--- src/rtl/rd_reg_pkg.sv ---
// Shared definitions for the register read path and its write-side partner:
// FSM state encoding, wait-state limits and the select-priority helper.
package rd_reg_pkg;

  // Largest supported number of wait-state cycles and the counter width.
  localparam int HOLD_MAX = 7;
  localparam int CNT_W    = 3;

  typedef enum logic [2:0] {
    ST_IDLE,
    ST_CAPTURE,
    ST_WAIT,
    ST_ACK,
    ST_RELEASE
  } rd_state_e;

  // Register selects as captured at read start.
  typedef struct packed {
    logic cs1;
    logic cs2;
    logic cs3;
  } sel_t;

  typedef enum logic [1:0] {
    SRC_REG1,
    SRC_REG2,
    SRC_REG3,
    SRC_NONE
  } src_e;

  // Keep a wait-state request inside the range the counter can express.
  function automatic int clamp_hold(input int hold);
    if (hold < 0)        return 0;
    if (hold > HOLD_MAX) return HOLD_MAX;
    return hold;
  endfunction

  // Fixed priority: Reg1 over Reg2 over Reg3; nothing selected is an error read.
  function automatic src_e pick_src(input sel_t sel);
    if (sel.cs1) return SRC_REG1;
    if (sel.cs2) return SRC_REG2;
    if (sel.cs3) return SRC_REG3;
    return SRC_NONE;
  endfunction

endpackage

--- src/rtl/rd_reg_if.sv ---
// Host-side read bus plus the register contents supplied by the write side.
interface rd_reg_if #(
  parameter int DW = 8
);
  logic          my_rd;
  logic          CS_Reg1;
  logic          CS_Reg2;
  logic          CS_Reg3;
  logic [DW-1:0] Reg1;
  logic [DW-1:0] Reg2;
  logic [DW-1:0] Reg3;
  logic [DW-1:0] Data_out;
  logic          rd_ack;
  logic          rd_err;
  logic          busy;

  // Host / write-side view: drives requests and register contents.
  modport master (
    output my_rd, CS_Reg1, CS_Reg2, CS_Reg3, Reg1, Reg2, Reg3,
    input  Data_out, rd_ack, rd_err, busy
  );

  // Read block view.
  modport slave (
    input  my_rd, CS_Reg1, CS_Reg2, CS_Reg3, Reg1, Reg2, Reg3,
    output Data_out, rd_ack, rd_err, busy
  );
endinterface

--- src/rtl/rise_det.sv ---
// Rising-edge detector for a level request. It only reports a rise after it
// has seen the input low at least once since reset, so a request that is
// already high when reset releases never looks like a fresh edge.
module rise_det (
  input  logic clk,
  input  logic rst,
  input  logic in,
  output logic rise
);

  logic in_q;
  logic armed_q;

  // Track the previous input level and whether a low has been observed.
  // NOTE: state registers use non-blocking (<=) so every flop samples
  // pre-edge values; blocking here would create order-dependent races.
  always_ff @(posedge clk or negedge rst) begin
    if (!rst) begin
      in_q    <= 1'b0;
      armed_q <= 1'b0;
    end else begin
      in_q    <= in;
      armed_q <= armed_q | ~in;
    end
  end

  assign rise = in & ~in_q & armed_q;

endmodule

--- src/rtl/rd_reg.sv ---
// Register read port: detects a read request edge, latches the selects,
// captures the chosen register, optionally inserts wait states, then pulses
// rd_ack (and rd_err for an empty select) and waits for the request to drop.
module rd_reg
  import rd_reg_pkg::*;
#(
  parameter int DW       = 8,
  parameter int HOLD_CYC = 0
) (
  input logic     clk,
  input logic     rst,
  rd_reg_if.slave bus
);

  localparam int HOLD_EFF = clamp_hold(HOLD_CYC);
  // Counter value on the last wait cycle; unused when there are no wait states.
  localparam logic [CNT_W-1:0] HOLD_LAST = CNT_W'((HOLD_EFF == 0) ? 0 : HOLD_EFF - 1);

  rd_state_e        state_q, state_d;
  sel_t             sel_q, sel_d;
  logic [CNT_W-1:0] cnt_q, cnt_d;
  logic             err_arm_q, err_arm_d;
  logic [DW-1:0]    data_q, data_d;
  logic             ack_q, err_q, busy_q;
  logic             rd_rise;

  rise_det u_rise (
    .clk  (clk),
    .rst  (rst),
    .in   (bus.my_rd),
    .rise (rd_rise)
  );

  // FSM state, latched selects, wait counter and error flag.
  always_ff @(posedge clk or negedge rst) begin
    if (!rst) begin
      state_q   <= ST_IDLE;
      sel_q     <= '0;
      cnt_q     <= '0;
      err_arm_q <= 1'b0;
    end else begin
      state_q   <= state_d;
      sel_q     <= sel_d;
      cnt_q     <= cnt_d;
      err_arm_q <= err_arm_d;
    end
  end

  // Next-state logic and capture-data selection.
  always_comb begin
    // NOTE: every signal assigned here gets a hold default first, so no path
    // through the case leaves one unassigned and no latch is inferred.
    state_d   = state_q;
    sel_d     = sel_q;
    cnt_d     = cnt_q;
    err_arm_d = err_arm_q;
    data_d    = data_q;

    case (state_q)
      ST_IDLE: begin
        if (rd_rise) begin
          state_d = ST_CAPTURE;
          sel_d   = '{cs1: bus.CS_Reg1, cs2: bus.CS_Reg2, cs3: bus.CS_Reg3};
        end
      end

      ST_CAPTURE: begin
        err_arm_d = 1'b0;
        case (pick_src(sel_q))
          SRC_REG1: data_d = bus.Reg1;
          SRC_REG2: data_d = bus.Reg2;
          SRC_REG3: data_d = bus.Reg3;
          default: begin
            data_d    = '0;
            err_arm_d = 1'b1;
          end
        endcase
        cnt_d   = '0;
        state_d = (HOLD_EFF > 0) ? ST_WAIT : ST_ACK;
      end

      ST_WAIT: begin
        if (cnt_q == HOLD_LAST) state_d = ST_ACK;
        else                    cnt_d   = cnt_q + 1'b1;
      end

      ST_ACK: state_d = ST_RELEASE;

      ST_RELEASE: begin
        if (!bus.my_rd) state_d = ST_IDLE;
      end

      default: state_d = ST_IDLE;
    endcase
  end

  // Registered outputs: read data, one-cycle ack/error pulses and busy.
  always_ff @(posedge clk or negedge rst) begin
    if (!rst) begin
      data_q <= '0;
      ack_q  <= 1'b0;
      err_q  <= 1'b0;
      busy_q <= 1'b0;
    end else begin
      data_q <= data_d;
      ack_q  <= (state_q == ST_ACK);
      err_q  <= (state_q == ST_ACK) && err_arm_q;
      busy_q <= (state_d != ST_IDLE);
    end
  end

  assign bus.Data_out = data_q;
  assign bus.rd_ack   = ack_q;
  assign bus.rd_err   = err_q;
  assign bus.busy     = busy_q;

endmodule

--- src/flat_wrapper.sv ---
// flat-port wrapper written by rule: the top's interface ports become plain ports
module rd_reg_flat import rd_reg_pkg::*;
#(
  parameter int DW       = 8,
  parameter int HOLD_CYC = 0
)
  (clk, rst, bus_my_rd, bus_CS_Reg1, bus_CS_Reg2, bus_CS_Reg3, bus_Reg1, bus_Reg2, bus_Reg3, bus_Data_out, bus_rd_ack, bus_rd_err, bus_busy);
  rd_reg_if #(.DW(DW)) bus_i ();
  input logic clk;
  input logic rst;
  input wire logic [$bits(bus_i.my_rd)-1:0] bus_my_rd;
  input wire logic [$bits(bus_i.CS_Reg1)-1:0] bus_CS_Reg1;
  input wire logic [$bits(bus_i.CS_Reg2)-1:0] bus_CS_Reg2;
  input wire logic [$bits(bus_i.CS_Reg3)-1:0] bus_CS_Reg3;
  input wire logic [$bits(bus_i.Reg1)-1:0] bus_Reg1;
  input wire logic [$bits(bus_i.Reg2)-1:0] bus_Reg2;
  input wire logic [$bits(bus_i.Reg3)-1:0] bus_Reg3;
  output wire logic [$bits(bus_i.Data_out)-1:0] bus_Data_out;
  output wire logic [$bits(bus_i.rd_ack)-1:0] bus_rd_ack;
  output wire logic [$bits(bus_i.rd_err)-1:0] bus_rd_err;
  output wire logic [$bits(bus_i.busy)-1:0] bus_busy;
  assign bus_i.my_rd = bus_my_rd;
  assign bus_i.CS_Reg1 = bus_CS_Reg1;
  assign bus_i.CS_Reg2 = bus_CS_Reg2;
  assign bus_i.CS_Reg3 = bus_CS_Reg3;
  assign bus_i.Reg1 = bus_Reg1;
  assign bus_i.Reg2 = bus_Reg2;
  assign bus_i.Reg3 = bus_Reg3;
  assign bus_Data_out = bus_i.Data_out;
  assign bus_rd_ack = bus_i.rd_ack;
  assign bus_rd_err = bus_i.rd_err;
  assign bus_busy = bus_i.busy;
  rd_reg #(.DW(DW), .HOLD_CYC(HOLD_CYC)) u_core (.clk(clk), .rst(rst), .bus(bus_i));
endmodule
--- config.mk ---
export PLATFORM = sky130hd
export DESIGN_NAME = rd_reg_flat
export DESIGN_NICKNAME = d
export VERILOG_FILES = /design/src/rtl/rd_reg_pkg.sv /design/src/rtl/rd_reg_if.sv /design/src/rtl/rise_det.sv /design/src/rtl/rd_reg.sv /design/src/flat_wrapper.sv
export SDC_FILE = /design/constraint.sdc
export NUM_CORES = 1
export LEC_CHECK = 0
export ABC_AREA = 0
export CAP_MARGIN = 20
export CELL_PAD_IN_SITES_DETAIL_PLACEMENT = 1
export CELL_PAD_IN_SITES_GLOBAL_PLACEMENT = 1
export CORE_ASPECT_RATIO = 0.75
export CORE_MARGIN = 3
export CORE_UTILIZATION = 32
export DETAILED_ROUTE_END_ITERATION = 8
export GPL_TIMING_DRIVEN = 0
export PLACE_DENSITY = 0.74
export SLEW_MARGIN = 40
export SYNTH_ARGS = -nofsm -noshare
export SYNTH_HDL_FRONTEND = slang
export SYNTH_SLANG_ARGS = --single-unit
export TNS_END_PERCENT = 20
--- constraint.sdc ---
create_clock -name clk -period 2 [get_ports clk]
set_input_delay 0.2 -clock clk [delete_from_list [all_inputs] [get_ports clk]]
set_output_delay 0.2 -clock clk [all_outputs]
set_load 0.005 [all_outputs]
Word level (Yosys, flattened, before mapping). Cells that the tools add are included.

Bits in registers: 23. Word-level logic and storage cells: 58.

Add/subtract/negate cells: 1. Equality and inequality tests: 7. Multiplexer cells: 24. Bitwise logic cells: 5. Reduce and logical (&&, ||, !) cells: 9.

Operator list (number): $pmux W8 S3 (1); $pmux W3 S5 (1); $mux W2 (7); $mux W3 (4); $mux W1 (10); $eq A3 B2 Y1 const B (2); $logic_not A3 Y1 (2); $pmux W3 S2 (1); $reduce_and A2 Y1 (2); $add A3 B1 Y3 const B (1); $eq A3 B1 Y1 const B (1); $eq A3 B3 Y1 const B (1); $reduce_bool A3 Y1 (1); $reduce_or A3 Y1 (1); $and A1 B1 Y1 (2); $eq A2 B1 Y1 const B (1); $eq A2 B2 Y1 const B (1); $logic_not A2 Y1 (1); $ne A2 B2 Y1 const B (1); $not A1 Y1 (2); $reduce_bool A2 Y1 (1); $logic_and A1 B1 Y1 (1); $or A1 B1 Y1 (1).

Logic depth before layout (Yosys ltp).
Depth in word-level cells: 14. Depth in mapped cells: 6. Depth with buffers taken out: 6.

Modules after synthesis. Synthesis repeated with hierarchy kept, for this count alone.

Cell total of the unflattened synthesis: 106. Area, all modules: 1169.9 um^2.

By module, submodules not included: rd_reg (instances 1, cells an instance 102, area an instance 1104.8 um^2, sequential area each 525.5 um^2); rise_det (instances 1, cells an instance 4, area an instance 65.1 um^2, sequential area each 50.0 um^2).

Worst setup path before layout. OpenSTA, ideal clock, no wires.

Kind: reg2reg. Start: reg u_core.cnt_q[0]. End: reg u_core.cnt_q[1]. Data arrival time: 1.295 ns. Required time: 1.879 ns. Setup slack: 0.584 ns. Cell stages (with the launch flop): 7. Buffers on the path: 0. Clock period less this slack: 1.416 ns. Path through: dfrtp_1 -> inv_1 -> ha_1 -> nand2b_1 -> a21oi_1 -> or2_2 -> a22o_1.

Cells in the longest elaborated chain, start to end: 3. Elaborated cells on any way between the ends: 6. Classes of those cells: add/sub: 1; eq/ne: 1; mux: 2; reduce/logical: 2.

Ends and longest elaborated chain: start, declared (RTL line rd_reg.sv:21) `logic [CNT_W-1:0] cnt_q, cnt_d;`; start signal, assigned (RTL line rd_reg.sv:44) `cnt_q <= cnt_d;`; $add A3 B1 Y3 / $logic_not A3 Y1 (equally long branches) (RTL line rd_reg.sv:84, rd_reg.sv:83); $mux W3 / $ne A2 B2 Y1 (equally long branches); $pmux W3 S2 / $reduce_and A2 Y1 (equally long branches).

Parallel ways exist; a longest one is shown, timed or not. The select of a mux whose other input is x is not followed. A chain may end at the register's enable or synchronous reset.

Final worst setup path. Same ends and word-level chain as after synthesis.

==> impl_results.md <==
* Worst-path fanout max at 5
* Maxcap violations at 0
* PnR Total Power at ~2.1 mW
* CP endpoint kind: register
* CTS max path bufs at 2
* Post-synth net total at between 100 and 150
* Hold crit path type: input port to register
* Unrepaired setup endpoints after global routing: no
* Fin crit period at about 1.6 ns
* Area Overhead vs Synth at 44.8%
* Final Skew at just over 0.007 ns
* Status: finished clean
* Starting density of the core at 0.357
* Largest net degree at the start of global routing at 24
* Antenna Nets Post-Route at 0
* Slew @ Worst Pin at 0.553 ns
* Placeable Area at approximately 3100 um2
* GRT Resource Usage Total at 0.161
* First-pass GRT wire length at between 5000 and 6000 um
* Yosys Warn Count at 0
* Vias in the first global route at 1127
* Antenna violations before repair at 0
* Total CTS buffers at 3
* Finished Layout Cells at 189
* Row count at 17
* Avg Cell Area, Syn at ~11 um2
* Final Hold Viols at 0
* Vias/cell at between 5 and 6
* GRT overflow at 0
* Setup bufs post-CTS at 0
* F_max at 627 MHz
* Port-buffer cells at 40
* Most common cell after layout, fill and taps aside: clkdlybuf4s50_1
* Worst slack at placement at between 0.3 and 0.4 ns
* Antenna diodes at 0
* Post-Place Cell Area at 1560 um2
* Die extent in x at between 70 and 80 um
* Post-layout util at 0.516
* Final count of pins violating max slew at 0
* Register area share after synthesis at 0.516
* Die height at 57.1 um
* Hpwl dp at 2390 um
* Power Density at 1310 nW/um2
* Io pins at 41
* Post-route cell area at around 1600 um2
* Cell taking the most area after synthesis: dfrtp_1
* First drt pass iteration count at 4
* Mapped cell area at approximately 1100 um2
* GPL Wtd Cong at 0.715
* Remaining DRCs at 0
* Critical Path AT at roughly 1.8 ns
* Clk_lat worst skew at ~0.27 ns
* Critical path type: register to register
* Max VDD drop at approximately 0.54 mV
* Clock sink count at 23
* Commonest cells after routing, fill and taps aside: 39 x clkdlybuf4s50_1, 23 x dfrtp_1, 12 x a21oi_1
* Yosys top cell area share at 0.516
* Avg WL per Cell at 16.4 um
* Yosys cell types at 30
* Slack of the critical path at just over 0.4 ns
* Final setup viols at 0
* Setup TNS at 0 ns
* Lkg Pwr at between 0.6 and 0.7 nW
* Final hold slack at between 0.4 and 0.5 ns
* Proportion of layout cells with a drive suffix above 1 at 0.126
* Initial DRC count at 22
* Fin crit share at 0.797
* Post-synthesis sequential element count at 23
* Cells after DPL at approximately 180
* Worst EP required at ~2.2 ns
* Vias at approximately 1000
* Clock slew at reported path FFs at approximately 0.08 ns
* CTS tree: built
* Buffer type at the clock tree root: clkbuf_8
* Cells after Synth at roughly 110
* H-tree levels at 1
* Max_slew headroom at 0.629
* Full die area at ~4200 um2
* Critical Path Start Type: register
* Synth top area cells: dfrtp_1 52%, a21oi_1 5.4%, a22o_2 4.5%
* Nets at 184
* Total Routed Length at between 3000 and 4000 um
-- cell usage after synthesis --
cell type and number:
a32oi_1 1, or3b_1 1, o21a_1 1, ha_1 2
nor3_1 2, nand4b_1 1, a22o_2 5, a32o_1 3
nor2_1 2, inv_2 1, or3_1 1, nor2_8 1
a221oi_1 5, buf_1 1, mux2_2 3, a22o_1 2
or2_2 1, o21ai_0 8, nor2b_1 2, a31o_2 1
clkbuf_1 2, dfrtp_1 23, nand3_1 1, buf_2 1
a21oi_1 12, inv_1 9, nand2_1 7, nand2b_1 5
nor4_1 1, buf_6 1
-- worst max-delay path, cell delays in order (launching register included) --
cell	delay, ns
dfrtp_1	0.42
inv_1	0.07
ha_1	0.22
nand2b_1	0.17
a21oi_1	0.10
or2_2	0.30
a22o_1	0.23
-- cell families after synthesis --
family / Yosys count / synth area share
compound gates: 38 / 0.239
simple gates: 25 / 0.134
flops: 23 / 0.516
buf+inv: 15 / 0.0584
mux: 3 / 0.0303
fa+ha+maj: 2 / 0.0224
-- flip-flops by register name, summed over array words and instances, names as in the netlist --
name,flops
u_core.u_rise.armed_q,1
u_core.bus.busy,1
u_core.err_arm_q,1
u_core.state_q,3
u_core.cnt_q,3
u_core.u_rise.in_q,1
u_core.bus.Data_out,8
u_core.bus.rd_ack,1
u_core.sel_q,3
u_core.bus.rd_err,1
-- final timing paths --
| kind | from | endpoint | slack, ns | cells after the start |
|---|---|---|---|---|
| min reg2reg | u_core.u_rise.armed_q | u_core.u_rise.armed_q | 0.47 | 1 |
| min in group asynchronous | rst | u_core.bus.Data_out[7] | 0.45 | 2 |
| min | bus_my_rd | u_core.u_rise.in_q | 0.42 | 1 |
| max reg2reg | u_core.cnt_q[0] | u_core.cnt_q[1] | 0.41 | 6 |
| max | u_core.cnt_q[0] | u_core.cnt_q[1] | 0.41 | 6 |
| max in group asynchronous | rst | u_core.cnt_q[2] | 1.19 | 2 |
-- power by group --
part	internal, mW	switching, mW
sequential	0.635	0.128
clock	0.139	0.150
combinational	0.544	0.512
total	1.32	0.789
-- metal layers --
layer  wire length (um)  track usage  vias to the layer above  share of wire
li1                   -            -                      475              -
met1               1400        0.210                      498           0.45
met2               1510        0.265                       27           0.49
met3                134       0.0299                        7          0.043
met4                 62       0.0568                        0          0.020
met5                  0            0                        -              0
-- layout make-up --
cell class	count	area, um2
inverter	10	37.5
fill	340	1510
clock inverter	1	5.00
tap	38	47.5
sequential	23	576
clock buffer	3	41.3
buffer	5	27.5
timing repair buffer	41	405
multi-input combinational	68	474
-- what timing repair did --
| action | CTS | global route |
|---|---|---|
| hold buffers | 1 | 0 |
| resized for setup | 0 | 0 |
| hold endpoints to repair | 23 | 0 |
(Power assumes the default switching activity.)
